===== config.mk =====
export PLATFORM = sky130hd
export DESIGN_NAME = pipe_ctrl_n_flat
export DESIGN_NICKNAME = d
export VERILOG_FILES = /design/src/rtl/pipe_ctrl_n_if.sv /design/src/rtl/pipe_ctrl_n.sv /design/src/flat_wrapper.sv
export SDC_FILE = /design/constraint.sdc
export NUM_CORES = 1
export LEC_CHECK = 0
export BUFFER_PORTS_ARGS = -buffer_cell sky130_fd_sc_hd__buf_2
export CORE_UTILIZATION = 55
export CTS_BUF_LIST = sky130_fd_sc_hd__clkbuf_4 sky130_fd_sc_hd__clkbuf_8
export CTS_CLUSTER_DIAMETER = 50
export DETAILED_ROUTE_END_ITERATION = 8
export PLACE_DENSITY = 0.84
export SLEW_MARGIN = 25
export SYNTH_ARGS = -nofsm -noshare
export SYNTH_HDL_FRONTEND = slang
export SYNTH_SLANG_ARGS = --single-unit

===== constraint.sdc =====
create_clock -name clk -period 6.25 [get_ports clk]
set_clock_uncertainty 0.1 [all_clocks]
set_input_delay 0.3125 -clock clk [delete_from_list [all_inputs] [get_ports clk]]
set_output_delay 0.3125 -clock clk [all_outputs]
set_load 0.005 [all_outputs]

===== src/rtl/pipe_ctrl_n_if.sv =====
// Handshake bundle between the pipeline stages and the pipeline controller.
// The master side is the core (stage requests, redirects); the slave side is
// pipe_ctrl_n, which returns the hold/bubble vectors and status.
interface pipe_ctrl_n_if #(
   parameter int STAGES = 6,
   parameter int CNT_W  = 6,
   parameter int PERF_W = 32
);
   localparam int SEL_W = (STAGES > 1) ? $clog2(STAGES) : 1;

   // requests from the stages
   logic [STAGES-1:0] stallreq;
   logic              cnt_req;
   logic [SEL_W-1:0]  cnt_stage;
   logic [CNT_W-1:0]  cnt_len;
   logic              flush_req;
   logic [31:0]       flush_pc;

   // controls back to the stages
   logic [STAGES-1:0] stall;
   logic [STAGES-1:0] bubble;
   logic              flush;
   logic [31:0]       new_pc;
   logic              busy;
   logic [PERF_W-1:0] stall_cycles;
   logic              wdog_trip;

   modport master (
      output stallreq, cnt_req, cnt_stage, cnt_len, flush_req, flush_pc,
      input  stall, bubble, flush, new_pc, busy, stall_cycles, wdog_trip
   );

   modport slave (
      input  stallreq, cnt_req, cnt_stage, cnt_len, flush_req, flush_pc,
      output stall, bubble, flush, new_pc, busy, stall_cycles, wdog_trip
   );
endinterface


===== src/rtl/pipe_ctrl_n.sv =====
// Parametrised pipeline controller: merges per-stage stall requests into a
// monotone stall vector plus a single bubble bit, runs counted multi-cycle
// stalls, registers flush/redirect, counts stalled cycles and watches for
// pipelines that stay stalled too long.
module pipe_ctrl_n #(
   parameter int STAGES = 6,
   parameter int CNT_W  = 6,
   parameter int PERF_W = 32,
   parameter int WDOG   = 1024
) (
   input logic          clk,
   input logic          rst,
   pipe_ctrl_n_if.slave pc
);
   localparam int SEL_W = (STAGES > 1) ? $clog2(STAGES) : 1;
   localparam int RUN_W = (WDOG > 1) ? $clog2(WDOG + 1) : 1;
   localparam logic [RUN_W-1:0] RUN_LIM = RUN_W'(WDOG);

   typedef enum logic {
      IDLE  = 1'b0,
      COUNT = 1'b1
   } state_t;

   state_t            state;
   logic [CNT_W-1:0]  cnt;
   logic [SEL_W-1:0]  cnt_stage_q;
   logic              busy_q;
   logic              flush_q;
   logic [31:0]       new_pc_q;

   logic [STAGES-1:0] cnt_vec;
   logic [STAGES-1:0] eff;
   logic [STAGES-1:0] stall_c;
   logic [STAGES-1:0] bubble_c;
   logic              seen;

   logic [PERF_W-1:0] perf_q;
   logic [RUN_W-1:0]  run;
   logic              trip_q;

   function automatic logic [STAGES-1:0] onehot(input logic [SEL_W-1:0] s);
      logic [STAGES-1:0] o;
      for (int i = 0; i < STAGES; i++) o[i] = (s == SEL_W'(i));
      return o;
   endfunction

   function automatic logic [PERF_W-1:0] sat_inc(input logic [PERF_W-1:0] v);
      return (v == '1) ? v : v + PERF_W'(1);
   endfunction

   // Stall contribution of the counted-stall machinery: the latched owner while
   // counting, or the requesting stage in the request cycle itself.
   always_comb begin
      cnt_vec = '0;
      if (state == COUNT)
         cnt_vec = onehot(cnt_stage_q);
      else if (pc.cnt_req && (pc.cnt_len != '0))
         cnt_vec = onehot(pc.cnt_stage);
   end

   assign eff = pc.stallreq | cnt_vec;

   // Hold every stage at or below the highest requester; the stage just above
   // it latches a NOP. Reset and flush clear both vectors.
   always_comb begin
      stall_c  = '0;
      bubble_c = '0;
      seen     = 1'b0;
      for (int i = STAGES - 1; i >= 0; i--) begin
         seen       = seen | eff[i];
         stall_c[i] = seen;
      end
      for (int i = 1; i < STAGES; i++)
         bubble_c[i] = stall_c[i-1] & ~stall_c[i];
      if (rst || flush_q) begin
         stall_c  = '0;
         bubble_c = '0;
      end
   end

   // Counted-stall FSM with registered busy, flush pulse and redirect target;
   // a flush request aborts any counted stall.
   always_ff @(posedge clk) begin
      if (rst) begin
         state    <= IDLE;
         cnt      <= '0;
         busy_q   <= 1'b0;
         flush_q  <= 1'b0;
         new_pc_q <= '0;
      end else begin
         flush_q <= pc.flush_req;
         if (pc.flush_req) begin
            new_pc_q <= pc.flush_pc;
            state    <= IDLE;
            cnt      <= '0;
            busy_q   <= 1'b0;
         end else begin
            case (state)
               IDLE: begin
                  if (pc.cnt_req && (pc.cnt_len > CNT_W'(1))) begin
                     state       <= COUNT;
                     cnt         <= pc.cnt_len - CNT_W'(1);
                     cnt_stage_q <= pc.cnt_stage;
                     busy_q      <= 1'b1;
                  end
               end
               COUNT: begin
                  cnt <= cnt - CNT_W'(1);
                  if (cnt == CNT_W'(1)) begin
                     state  <= IDLE;
                     busy_q <= 1'b0;
                  end
               end
               default: begin
                  state  <= IDLE;
                  busy_q <= 1'b0;
               end
            endcase
         end
      end
   end

   // Saturating stalled-cycle counter and consecutive-stall watchdog; the
   // watchdog only reports, it never touches the stall vector.
   always_ff @(posedge clk) begin
      if (rst) begin
         perf_q <= '0;
         run    <= '0;
         trip_q <= 1'b0;
      end else if (stall_c[0]) begin
         perf_q <= sat_inc(perf_q);
         if (run != RUN_LIM) run <= run + RUN_W'(1);
         if ((WDOG != 0) && (run >= RUN_LIM - RUN_W'(1))) trip_q <= 1'b1;
      end else begin
         run <= '0;
      end
   end

   assign pc.stall        = stall_c;
   assign pc.bubble       = bubble_c;
   assign pc.flush        = flush_q;
   assign pc.new_pc       = new_pc_q;
   assign pc.busy         = busy_q;
   assign pc.stall_cycles = perf_q;
   assign pc.wdog_trip    = trip_q;
endmodule


===== src/flat_wrapper.sv =====
// flat-port wrapper written by rule: the top's interface ports become plain ports
module pipe_ctrl_n_flat 
#(
   parameter int STAGES = 6,
   parameter int CNT_W  = 6,
   parameter int PERF_W = 32,
   parameter int WDOG   = 1024
)
  (clk, rst, pc_stallreq, pc_cnt_req, pc_cnt_stage, pc_cnt_len, pc_flush_req, pc_flush_pc, pc_stall, pc_bubble, pc_flush, pc_new_pc, pc_busy, pc_stall_cycles, pc_wdog_trip);
  pipe_ctrl_n_if #(.STAGES(STAGES), .CNT_W(CNT_W), .PERF_W(PERF_W)) pc_i ();
  input logic clk;
  input logic rst;
  input wire logic [$bits(pc_i.stallreq)-1:0] pc_stallreq;
  input wire logic [$bits(pc_i.cnt_req)-1:0] pc_cnt_req;
  input wire logic [$bits(pc_i.cnt_stage)-1:0] pc_cnt_stage;
  input wire logic [$bits(pc_i.cnt_len)-1:0] pc_cnt_len;
  input wire logic [$bits(pc_i.flush_req)-1:0] pc_flush_req;
  input wire logic [$bits(pc_i.flush_pc)-1:0] pc_flush_pc;
  output wire logic [$bits(pc_i.stall)-1:0] pc_stall;
  output wire logic [$bits(pc_i.bubble)-1:0] pc_bubble;
  output wire logic [$bits(pc_i.flush)-1:0] pc_flush;
  output wire logic [$bits(pc_i.new_pc)-1:0] pc_new_pc;
  output wire logic [$bits(pc_i.busy)-1:0] pc_busy;
  output wire logic [$bits(pc_i.stall_cycles)-1:0] pc_stall_cycles;
  output wire logic [$bits(pc_i.wdog_trip)-1:0] pc_wdog_trip;
  assign pc_i.stallreq = pc_stallreq;
  assign pc_i.cnt_req = pc_cnt_req;
  assign pc_i.cnt_stage = pc_cnt_stage;
  assign pc_i.cnt_len = pc_cnt_len;
  assign pc_i.flush_req = pc_flush_req;
  assign pc_i.flush_pc = pc_flush_pc;
  assign pc_stall = pc_i.stall;
  assign pc_bubble = pc_i.bubble;
  assign pc_flush = pc_i.flush;
  assign pc_new_pc = pc_i.new_pc;
  assign pc_busy = pc_i.busy;
  assign pc_stall_cycles = pc_i.stall_cycles;
  assign pc_wdog_trip = pc_i.wdog_trip;
  pipe_ctrl_n #(.STAGES(STAGES), .CNT_W(CNT_W), .PERF_W(PERF_W), .WDOG(WDOG)) u_core (.clk(clk), .rst(rst), .pc(pc_i));
endmodule

* After elaboration in Yosys (flattened, before gate mapping) *
Cells that the tools add are included.

word-level totals
  flip-flop bits (word level) = 88
  input port bits = 51
  output and inout port bits = 79
  word-level logic and storage cells = 75

operators by class
  $add $sub $neg = 4
  $lt $le $gt $ge = 2
  equal/unequal tests = 15
  mux-type cells = 12
  bitwise operators = 21
  reductions and logical operators = 12

operators with widths
  cell                                                                  number
  adder 32 x 1 -> 32 bit (second input constant)                        1
  == test 32 bit (second input constant)                                1
  two-way mux 6 bit                                                     5
  == test 3 x 2 -> 1 bit (second input constant)                        4
  == test 3 bit (second input constant)                                 4
  case mux 6 bit (2 select lines)                                       1
  subtractor 6 x 1 -> 6 bit (second input constant)                     2
  adder 11 x 1 -> 11 bit (second input constant)                        1
  greater-or-equal comparator 11 x 10 -> 1 bit (second input constant)  1
  != test 11 bit (second input constant)                                1
  NOT 1 bit                                                             10
  == test 3 x 1 -> 1 bit (second input constant)                        2
  == test 6 x 1 -> 1 bit (second input constant)                        1
  > comparator 6 x 1 -> 1 bit (second input constant)                   1
  logical NOT 3 bit                                                     2
  bitwise OR 6 bit                                                      1
  AND reduction 2 bit                                                   3
  nonzero test 6 bit                                                    1
  bitwise AND 1 bit                                                     5
  bitwise OR 1 bit                                                      5
  two-way mux 1 bit                                                     4
  case mux 1 bit (2 select lines)                                       2
  AND reduction 4 bit                                                   1
  OR reduction 2 bit                                                    2
  other kinds (4)                                                       5

* Logic depth before layout (Yosys ltp) *
Gate-level depths: netlist of the first run.

  depth after elaboration = 13
  depth in mapped cells = 11
  mapped depth without buffers = 9

* Least setup slack after synthesis of the first run *
OpenSTA, ideal clock, no wires.

  path kind = reg2reg
  from = register u_core.state
  to = register u_core.perf_q[27] (netlist: u_core.pc.stall_cycles[27])
  setup time = 0.123 ns
  arrival = 2.083 ns
  required time = 6.027 ns
  slack = 3.943 ns
  cell stages (with the launch flop) = 9
  path buffers = 2
  clock period less this slack = 2.307 ns
  cells stage by stage = dfxtp_1 buf_6 or3b_4 a211oi_1 a221oi_1 and4_1 buf_2 a211oi_1 mux2_1

between the ends
  longest elaborated chain between the ends = 9

RTL lines
  what                             RTL line            text
  start, declared                  pipe_ctrl_n.sv:24   state_t state;
  start signal, assigned           pipe_ctrl_n.sv:85   state <= IDLE;
  start signal, assigned           pipe_ctrl_n.sv:94   state <= IDLE;
  start signal, assigned           pipe_ctrl_n.sv:101  state <= COUNT;
  two-way mux 6 bit *              pipe_ctrl_n.sv:55   if (state == COUNT)
  bitwise OR 6 bit *               pipe_ctrl_n.sv:61   assign eff = pc.stallreq | cnt_vec;
  bitwise OR 1 bit (4 in a row)    pipe_ctrl_n.sv:70   seen = seen | eff[i];
  bitwise OR 1 bit *               pipe_ctrl_n.sv:70
  two-way mux 6 bit *              pipe_ctrl_n.sv:75   if (rst || flush_q) begin
  AND reduction 2 bit (no line) *  --
  end signal, assigned             pipe_ctrl_n.sv:131  perf_q <= sat_inc(perf_q);
  end, declared                    pipe_ctrl_n.sv:37   logic [PERF_W-1:0] perf_q;

Every way passes the cells marked *; elsewhere a longest branch is shown, timed or not.
A chain may end at the register's enable or synchronous reset.

* Worst setup path in the final report of the first run *
  from = register u_core.cnt_stage_q[0]
  to = output pc_stall[0]

between the ends
  longest elaborated chain between the ends = 9
  elaborated cells on any way between the ends = 14
  those cells by class = eq/ne: 5; mux: 2; bitwise: 6; reduce/logical: 1

RTL lines
  what                           RTL line            text
  start, declared                pipe_ctrl_n.sv:26   logic [SEL_W-1:0] cnt_stage_q;
  start signal, assigned         pipe_ctrl_n.sv:103  cnt_stage_q <= pc.cnt_stage;
  == test 3 bit                  pipe_ctrl_n.sv:43   for (int i = 0; i < STAGES; i++) o[i] = (s == SEL_W'(i));
  two-way mux 6 bit *            pipe_ctrl_n.sv:55
  bitwise OR 6 bit *             pipe_ctrl_n.sv:61
  bitwise OR 1 bit (4 in a row)  pipe_ctrl_n.sv:70
  bitwise OR 1 bit *             pipe_ctrl_n.sv:70
  two-way mux 6 bit *            pipe_ctrl_n.sv:75
  end, declared                  flat_wrapper.sv:19  output wire logic [$bits(pc_i.stall)-1:0] pc_stall;

Marks and branches as above.

==> impl_metrics.tcl, run 1 <==
set metrics [dict create \
    synth_top_area_frac 0.388 \
    finalMaxSlewViolations 0 \
    cts-root-buf "clkbuf_8" \
    grt_pass1_wl_mm 17.1 \
    timing.critical_path.slowest_stage_cell "a311oi_1" \
    ys_seq_area_frac 0.409 \
    setup-violations-final 0 \
    dr.first_iter.drc_count 128 \
    floorplan.die.height_um 91.2 \
    ant_nets 0 \
    synth_edf_count 3 \
    timing.critical_path.max_delay_family "simple AND/OR/NAND/NOR gates" \
    criticalPathCategory "reg -> out" \
    cp.required_ns 5.84 \
    synth-seq-cells 88 \
    num_rows 32 \
    drv_cap 0 \
    start_util 0.567 \
    buffers_from_clock_root_to_sink_at_most 2 \
    syn_to_final_growth_pct 19.1 \
    timing.final.hold_violations 0 \
    min-delay-path-class "in -> reg" \
    wl_per_cell_um 14.2 \
    power_leakage_nw 2.32 \
    drive_above_1_share 0.257 \
    ys_dominant_reg_cell "dfxtp_1" \
    die_area_mm2 0.00833 \
    grt_antenna_before_repair 0 \
    layout.nets 669 \
    synth.area.top_cells "dfxtp_1 39%, mux2i_1 7.3%, nor2_1 6.4%, a21oi_1 4.2%, or4_1 3.6%" \
    finalCoreUtilization 0.675 \
    htree_levels 3 \
    io_pins 130 \
    synthesis.nets 557 \
    clkTransAtPathRegs_ns 0.11 \
    via_per_inst 5.65 \
    synth_top_area_cell "dfxtp_1" \
    post-route-min-period_ns 3.26 \
    ctsHoldBuffers 0 \
    critPathBufInv 3 \
    gpl.final_weighted_congestion 0.905 \
    synthesis.area_mm2 0.00438 \
    placement.io_buffers 128 \
    hpwlAfterDp_mm 7.51 \
    netlist_instances 498 \
    setup_repair_after_global_routing_missed_its_margin "no" \
    timing.max_slew.rel_slack 0.384 \
    die_width_um 91.2 \
    synthArstFlopShare 0 \
    maxClockFrequency_ghz 0.307 \
    grt_pass1_vias 3826 \
    drc 0 \
    worst_ep_arrival_time_ns 2.84 \
    worstPathCellList "nor2b_1 > and2_1 > a311oi_1 > and3_1 > buf_4 > nand2b_1 > inv_2 > buf_2" \
    powerDensity_mw_per_mm2 211 \
    clock_sink_count 88 \
    critical_path.endpoint_type "output port" \
    tightestPinTransition_ns 0.923 \
    worst-path-max-fanout 51 \
    antenna-diode-count 0 \
    cts_buffers 9 \
    tritoncts_clock_tree "done" \
    worstSetupStartpointType "flop" \
    grt_overflow 0 \
    status "complete, no violations" \
    slowest_stage_delay_on_critical_path_ns 0.48 \
    worst_skew_pair.late_latency_ns 0.36 \
    total_wire_length_mm 10.1 \
    cts_repair_resize_count 0 \
    vdd_ir_drop_max_uv 133 \
    route.vias.total 4054 \
    finalCritPeriodShare 0.521 \
    global_route.usage.total 0.249 \
    avgSynthCellArea_um2 8.80 \
    core_box_area_mm2 0.00773 \
    number_of_warning_messages_in_the_yosys_log 0 \
    fin_setup_tns_ns 0 \
    grt_max_degree 75 \
    synthDistinctLibCells 59 \
    firstDrtPassIters 5 \
    postCtsSetupBuffers 0 \
]
## metrics by stage
stage | instance area, um2 | total power, mW | setup WS (ns) | cells | hold slack (ns)
floorplan | 4380 | 0.678 | 3.94 | 498 | 0.311
global placement | 5010 | 0.722 | 3.24 | 701 | 0.360
detailed placement | 5010 | 0.727 | 3.16 | 701 | 0.373
CTS | 5210 | 1.11 | 3.03 | 717 | 0.0748
global route | 5220 | 1.15 | 2.76 | 717 | 0.0789
finish | 5220 | 1.10 | 2.99 | 717 | 0.0781
## cell usage after synthesis (2+ instances only)
library cell	count
nand2b_1	4
mux2_2	2
mux2_1	6
buf_2	3
edfxtp_1	3
inv_1	13
dfxtp_1	85
buf_4	3
or3_1	5
nor2b_1	12
ha_1	8
mux2i_1	32
and3_1	11
nand3_1	19
xor2_1	7
nor2_1	75
buf_6	4
o31ai_1	18
or2_2	2
nor3b_1	5
a221oi_1	3
o21ai_1	6
o41ai_1	2
or4_1	21
a31oi_1	2
nand2_1	25
a21oi_1	37
and4_1	4
nor4_1	3
a22oi_1	3
clkbuf_1	16
a211oi_1	4
nand4_1	10
and2_1	8
xnor2_1	6
buf_1	3
nor3_1	3
o311ai_1	4
## metal layers
metal / vias to the layer above / GRT usage / share of wire / routed length [um]
li1: 2039 / - / - / -
met1: 1910 / 0.307 / 0.44 / 4440
met2: 88 / 0.431 / 0.51 / 5140
met3: 17 / 0.0452 / 0.036 / 367
met4: 0 / 0.0952 / 0.019 / 195
met5: - / 0 / 0 / 0
## cells by family after synthesis
group / after synthesis / share of synthesized area
compound gates: 90 / 0.136
xor+xnor: 13 / 0.0260
fa+ha+maj: 8 / 0.0229
buf+inv: 43 / 0.0471
flops: 88 / 0.409
mux: 40 / 0.0937
other cells: 1 / 0.000856
simple gates: 215 / 0.264
## placed cells by master (no fill, tap or decap), drive strengths merged, types with 12 or more instances in the layout
| master | instances |
|---|---|
| nor2 | 75 |
| mux2i | 32 |
| buf | 130 |
| o31ai | 18 |
| dfxtp | 85 |
| inv | 19 |
| nor2b | 12 |
| a21oi | 37 |
| nand3 | 19 |
| nand2 | 25 |
| or4 | 21 |
## registers in the layout, summed over array words and instances (netlist names)
| register | flops |
|---|---|
| u_core.run | 11 |
| u_core.pc.new_pc | 32 |
| u_core.pc.stall_cycles | 32 |
| u_core.pc.busy | 1 |
| u_core.pc.flush | 1 |
| u_core.state | 1 |
| u_core.cnt_stage_q | 3 |
| u_core.cnt | 6 |
| u_core.pc.wdog_trip | 1 |
## layout make-up
type / count / area [um2]
fill: 688 / 2510
inverter: 14 / 52.6
clock inverter: 7 / 70.1
multi-input combinational: 367 / 2390
tap: 102 / 128
clock buffer: 9 / 124
timing repair buffer: 130 / 656
sequential: 88 / 1790
## final timing paths
check	startpoint	to	slack (ns)	cells past startpoint
worst max-delay path	u_core.cnt_stage_q[0]	pc_stall[0]	2.99	8
worst min-delay path	pc_flush_pc[14]	u_core.pc.new_pc[14]	0.08	3
worst max register to register	u_core.cnt_stage_q[0]	u_core.pc.stall_cycles[30]	3.42	9
worst min register to register	u_core.cnt[5]	u_core.cnt[5]	0.39	2
## power breakdown
group	leakage, nW	switching [mW]	internal [mW]
combinational	1.51	0.0641	0.0552
clock	0.0977	0.228	0.158
sequential	0.721	0.0128	0.582
## worst reg2reg max path: stages, from the launching register on
cell	delay, ns
edfxtp_1	0.43
nor2b_1	0.17
and2_1	0.15
a311oi_1	0.48
and3_1	0.24
buf_4	0.38
nand2b_1	0.38
inv_2	0.12
a31oi_1	0.18
a211oi_2	0.06
Power figures use the tool's default switching activity.
==> run 2, diff against run 1 <==
- CORE_UTILIZATION: 55 -> 48
- PLACE_DENSITY: 0.84 -> 0.78
- clock period: 6.25 -> 2.6 ns (I/O delays scaled with it)
==> impl_metrics.tcl, run 2 (same netlist as run 1, synthesis figures left out) <==
set metrics [dict create \
    status "complete, no violations" \
    powerDensity_mw_per_mm2 485 \
    cp.required_ns 2.37 \
    worst-path-max-fanout 51 \
    power_leakage_nw 2.51 \
    power.combinational.fraction 0.129 \
    drv_cap 0 \
    worst_hold_slack_ns 0.0908 \
    total_switching_power_mw 0.727 \
    total_wire_length_mm 11.8 \
    grt_max_degree 52 \
    maxClockFrequency_ghz 0.395 \
    core_box_area_mm2 0.00876 \
    fin_total_pwr_mw 2.76 \
    detailed_place.area_mm2 0.00509 \
    layout.filler_cells 695 \
    timing.reg2reg.setup_slack_ns 0.14 \
    start_util 0.500 \
    seqPwrFrac 0.518 \
    buffers_from_clock_root_to_sink_at_most 2 \
    timing.critical_path.max_delay_family "buffers and inverters" \
    grt_pass1_wl_mm 18.9 \
    cts_buffers 9 \
    drc 0 \
    placement.io_buffers 128 \
    drive_above_1_share 0.259 \
    via_per_inst 5.63 \
    die_width_um 97.5 \
    clkTransAtPathRegs_ns 0.08 \
    htree_levels 3 \
    power.share.clock 0.353 \
    finalMaxSlewViolations 0 \
    grt_pass1_vias 4050 \
    gpl.final_weighted_congestion 0.883 \
    io_pins 130 \
    syn_to_final_growth_pct 29.7 \
    layoutNonFillerInstCount 768 \
    tritoncts_clock_tree "done" \
    die_area_mm2 0.00951 \
    number_of_cells_after_detailed_placement 715 \
    critPathBufInv 5 \
    min-delay-path-class "in -> reg" \
    cts-root-buf "clkbuf_8" \
    worst_skew_pair.late_latency_ns 0.36 \
    tightestPinTransition_ns 0.544 \
    post-route-min-period_ns 2.53 \
    critical_path.endpoint_type "output port" \
    worstSetupStartpointType "input pin" \
    grt_antenna_before_repair 0 \
    num_rows 34 \
    slowest_stage_delay_on_critical_path_ns 0.54 \
    worstPathCellList "dlygate4sd3_1 > buf_2 > or3b_4 > a221oi_2 > nor3b_1 > and3_1 > buf_12 > nand2b_1 > inv_2 > buf_2" \
    worst_ep_arrival_time_ns 2.30 \
    wl_per_cell_um 15.3 \
    critPathMostFrequentCell "buf_2" \
    timing.critical_path.slowest_stage_cell "dlygate4sd3_1" \
    top_library_cells_by_usage_in_the_layout_fill_and_taps_aside "128 x buf_2, 84 x dfxtp_1, 75 x nor2_1" \
    grt_overflow 0 \
    floorplan.die.height_um 97.5 \
    final_area_mm2 0.00568 \
    clock_sink_count 88 \
    finalCritPeriodShare 0.974 \
    most_common_library_cell_in_the_layout_ignoring_fill_and_taps "buf_2" \
    switching_share 0.264 \
    timing.max_slew.rel_slack 0.637 \
    firstDrtPassIters 5 \
    global_route.usage.total 0.243 \
    vdd_ir_drop_max_uv 335 \
    antenna-diode-count 0 \
    timing.final.hold_violations 0 \
    setup-violations-final 0 \
    criticalPathCategory "in -> out" \
    hpwlAfterDp_mm 8.00 \
    route.vias.total 4326 \
    layout.nets 714 \
    cellInternalPower_mw 2.03 \
    setup_repair_after_global_routing_missed_its_margin "yes" \
    dr.first_iter.drc_count 219 \
    ant_nets 0 \
]
[run 2: path summary, 6_finish.rpt]
| check | start | to | cells past startpoint |
|---|---|---|---|
| min | pc_cnt_len[0] | u_core.cnt[0] | 4 |
| max reg2reg | u_core.pc.stall_cycles[1] | u_core.pc.stall_cycles[20] | 6 |
| max | pc_cnt_stage[2] | pc_stall[0] | 10 |
| min reg2reg | u_core.pc.wdog_trip | u_core.pc.wdog_trip | 2 |
[run 2: worst reg2reg max path: cells and delay by family (launching register included)]
kind                     cells  cell delay, ns
AO/OA/AOI/OAI                1            0.15
adder cells (fa/ha/maj)      1            0.21
flip-flops                   1            0.39
AND/OR/NAND/NOR              4            1.55
[run 2: per-stage QoR]
step / setup WS, ns / setup TNS (ns) / utilization
2_1_floorplan: 0.293 / 0 / -
3_3_place_gp: 0.260 / 0 / 0.581
3_5_place_dp: 0.0325 / 0 / 0.581
4_1_cts: 0.00927 / 0 / 0.644
5_1_grt: -0.0242 / -0.0242 / 0.648
6_report: 0.0679 / 0 / 0.648
[run 2: timing repair]
item,4_1_cts,5_1_grt
pin swaps,0,0
endpoints found under the setup margin,1,6
resized for setup,1,4
hold buffers,35,0
hold endpoints to repair,35,0
setup buffers,0,2
[run 2: area by class of cell]
cell class,count,area (um2),area share
inverter,14,52.6,0.00925
timing repair buffer,175,1090,0.192
multi-input combinational,367,2410,0.424
tap,108,135,0.0238
sequential,88,1790,0.315
clock buffer,9,124,0.0218
clock inverter,7,77.6,0.0137
[run 2: power by group through the flow]
stage | sequential, mW | clock [mW] | combinational [mW]
finish | 1.43 | 0.974 | 0.355
global route | 1.44 | 1.05 | 0.387
CTS | 1.43 | 0.993 | 0.343
detailed placement | 1.46 | 0 | 0.299
global placement | 1.46 | 0 | 0.287
floorplan | 1.46 | 0 | 0.172
[run 2: per-layer routing]
metal  routed length, um  track usage  vias to the layer above  share of wire
li1                    -            -                     2118              -
met1                4860        0.286                     2051           0.41
met2                6040        0.414                      120           0.51
met3                 472       0.0568                       37          0.040
met4                 423        0.114                        0          0.036
met5                   0            0                        -              0
==> run 3, diff against run 2 <==
- CORE_ASPECT_RATIO: unset -> 0.6
- CORE_MARGIN: unset -> 5
- RECOVER_POWER: unset -> 50
==> impl_metrics.tcl, run 3 (same netlist as run 1, synthesis figures left out) <==
set metrics [dict create \
    hold_path_depth 4 \
    worst_skew_pair.late_latency_ns 0.36 \
    maxClockFrequency_ghz 0.403 \
    dr.first_iter.drc_count 341 \
    worst_hold_slack_ns 0.0851 \
    worstPathCellList "dlygate4sd3_1 > clkbuf_1 > or3b_4 > a211oi_2 > a221oi_2 > and4_2 > and3_1 > buf_2" \
    global_route.usage.total 0.214 \
    worstSetupStartpointType "input pin" \
    critPathBufInv 3 \
    antenna-diode-count 0 \
    firstDrtPassIters 5 \
    io_pins 130 \
    die_area_mm2 0.0112 \
    worst-path-max-fanout 8 \
    gpl.final_weighted_congestion 0.873 \
    die_width_um 133 \
    tightestPinTransition_ns 1.61 \
    via_per_inst 5.55 \
    finalWorstSetupSlack_ns 0.120 \
    area.sequential_mm2 0.00179 \
    total_switching_power_mw 0.696 \
    timing.critical_path.slowest_stage_cell "dlygate4sd3_1" \
    critical_path.endpoint_type "output port" \
    drc 0 \
    grt_antenna_before_repair 0 \
    timing.reg2reg.setup_slack_ns 0.13 \
    finalMaxSlewViolations 24 \
    power.share.clock 0.396 \
    num_rows 27 \
    timing.critical_path.max_delay_family "simple AND/OR/NAND/NOR gates" \
    cts_buffers 9 \
    postCtsSetupBuffers 0 \
    wl_per_cell_um 15.7 \
    timing.final.hold_violations 0 \
    rr_worst_depth 6 \
    placement.io_buffers 128 \
    syn_to_final_growth_pct 29.8 \
    slowest_stage_delay_on_critical_path_ns 0.53 \
    worst_ep_arrival_time_ns 2.25 \
    vdd_ir_drop_max_uv 245 \
    top_library_cells_by_usage_in_the_layout_fill_and_taps_aside "95 x buf_2, 85 x dfxtp_1, 75 x nor2_1" \
    dp_slack_ns 0.173 \
    timing.critical_path.depth 8 \
    grt_pass1_vias 4053 \
    drive_above_1_share 0.208 \
    status "finished, violations left" \
    buffers_from_clock_root_to_sink_at_most 2 \
    power_leakage_nw 2.40 \
    seqPwrFrac 0.486 \
    criticalPathCategory "in -> out" \
    tritoncts_clock_tree "done" \
    timing.max_slew.rel_slack -0.0724 \
    cellInternalPower_mw 2.24 \
    ant_nets 0 \
    post-route-min-period_ns 2.48 \
    powerDensity_mw_per_mm2 517 \
    drv_cap 1 \
    start_util 0.486 \
    layout.filler_cells 767 \
    hpwlAfterDp_mm 8.48 \
    switching_share 0.237 \
    cts-root-buf "clkbuf_8" \
    core_box_area_mm2 0.00902 \
    grt_max_degree 51 \
    clock_sink_count 88 \
    min-delay-path-class "in -> reg" \
    route.vias.total 4303 \
    power.combinational.fraction 0.118 \
    total_wire_length_mm 12.2 \
    clkTransAtPathRegs_ns 0.09 \
    final_area_mm2 0.00569 \
    grt_pass1_wl_mm 19.8 \
    detailed_place.area_mm2 0.00511 \
    setup_repair_after_global_routing_missed_its_margin "no" \
    cp.required_ns 2.37 \
    htree_levels 3 \
    setup-violations-final 0 \
    grt_overflow 0 \
    failed_checks "max-capacitance violations, max-slew violations" \
    multi_input_gate_area_mm2 0.00241 \
    most_common_library_cell_in_the_layout_ignoring_fill_and_taps "buf_2" \
    fin_setup_tns_ns 0 \
    layout.nets 713 \
    finalCritPeriodShare 0.954 \
    floorplan.die.height_um 84.0 \
]
## run 3: cell types whose count changed in the layout (fill, tap and decap cells not counted), sizes merged
cell | before | now
buf | 140 | 105
bufinv | 1 | 3
clkbuf | 9 | 45
clkinvlp | 1 | 0
inv | 17 | 14
## run 3: power by group through the flow
stage | registers [mW] | logic (mW) | clock network (mW)
floorplan | 1.46 | 0.172 | 0
CTS | 1.43 | 0.344 | 1.19
finish | 1.43 | 0.347 | 1.16
global placement | 1.46 | 0.294 | 0
global route | 1.44 | 0.383 | 1.24
detailed placement | 1.46 | 0.302 | 0
## run 3: timing repair
action | CTS | global route
gates resized for setup | 0 | 4
hold endpoints to repair | 35 | 0
hold buffers | 35 | 0
setup endpoints to repair | 0 | 4
## run 3: worst paths after layout
kind / endpoint / from
min: u_core.cnt[0] / pc_cnt_len[0]
min reg2reg: u_core.pc.wdog_trip / u_core.pc.wdog_trip
max: pc_bubble[1] / pc_cnt_stage[2]
max reg2reg: u_core.pc.stall_cycles[20] / u_core.pc.stall_cycles[0]
## run 3: per-layer routing
layer / global-route usage / routed length, um / vias to the layer above
met1: 0.296 / 5690 / 2010
met5: 0 / 0 / -
met3: 0.0452 / 605 / 31
met4: 0.0728 / 299 / 0
met2: 0.331 / 5570 / 145
li1: - / - / 2117
## run 3: stage by stage
step	power, mW	cells	utilization
floorplan	1.63	498	-
detailed placement	1.76	724	0.567
global placement	1.75	724	0.567
finish	2.94	775	0.630
CTS	2.96	775	0.633
global route	3.06	775	0.630
## run 3: worst min-delay path, stage by stage
cell      delay, ns
buf_2          0.11
nor2_1         0.05
nor3_1         0.13
a211oi_1       0.07
## run 3: layout make-up
type / instances / share of cell area
clock buffer: 11 / 0.0255
clock inverter: 5 / 0.0183
inverter: 14 / 0.00924
multi-input combinational: 367 / 0.423
sequential: 88 / 0.315
tap: 116 / 0.0255
timing repair buffer: 174 / 0.183
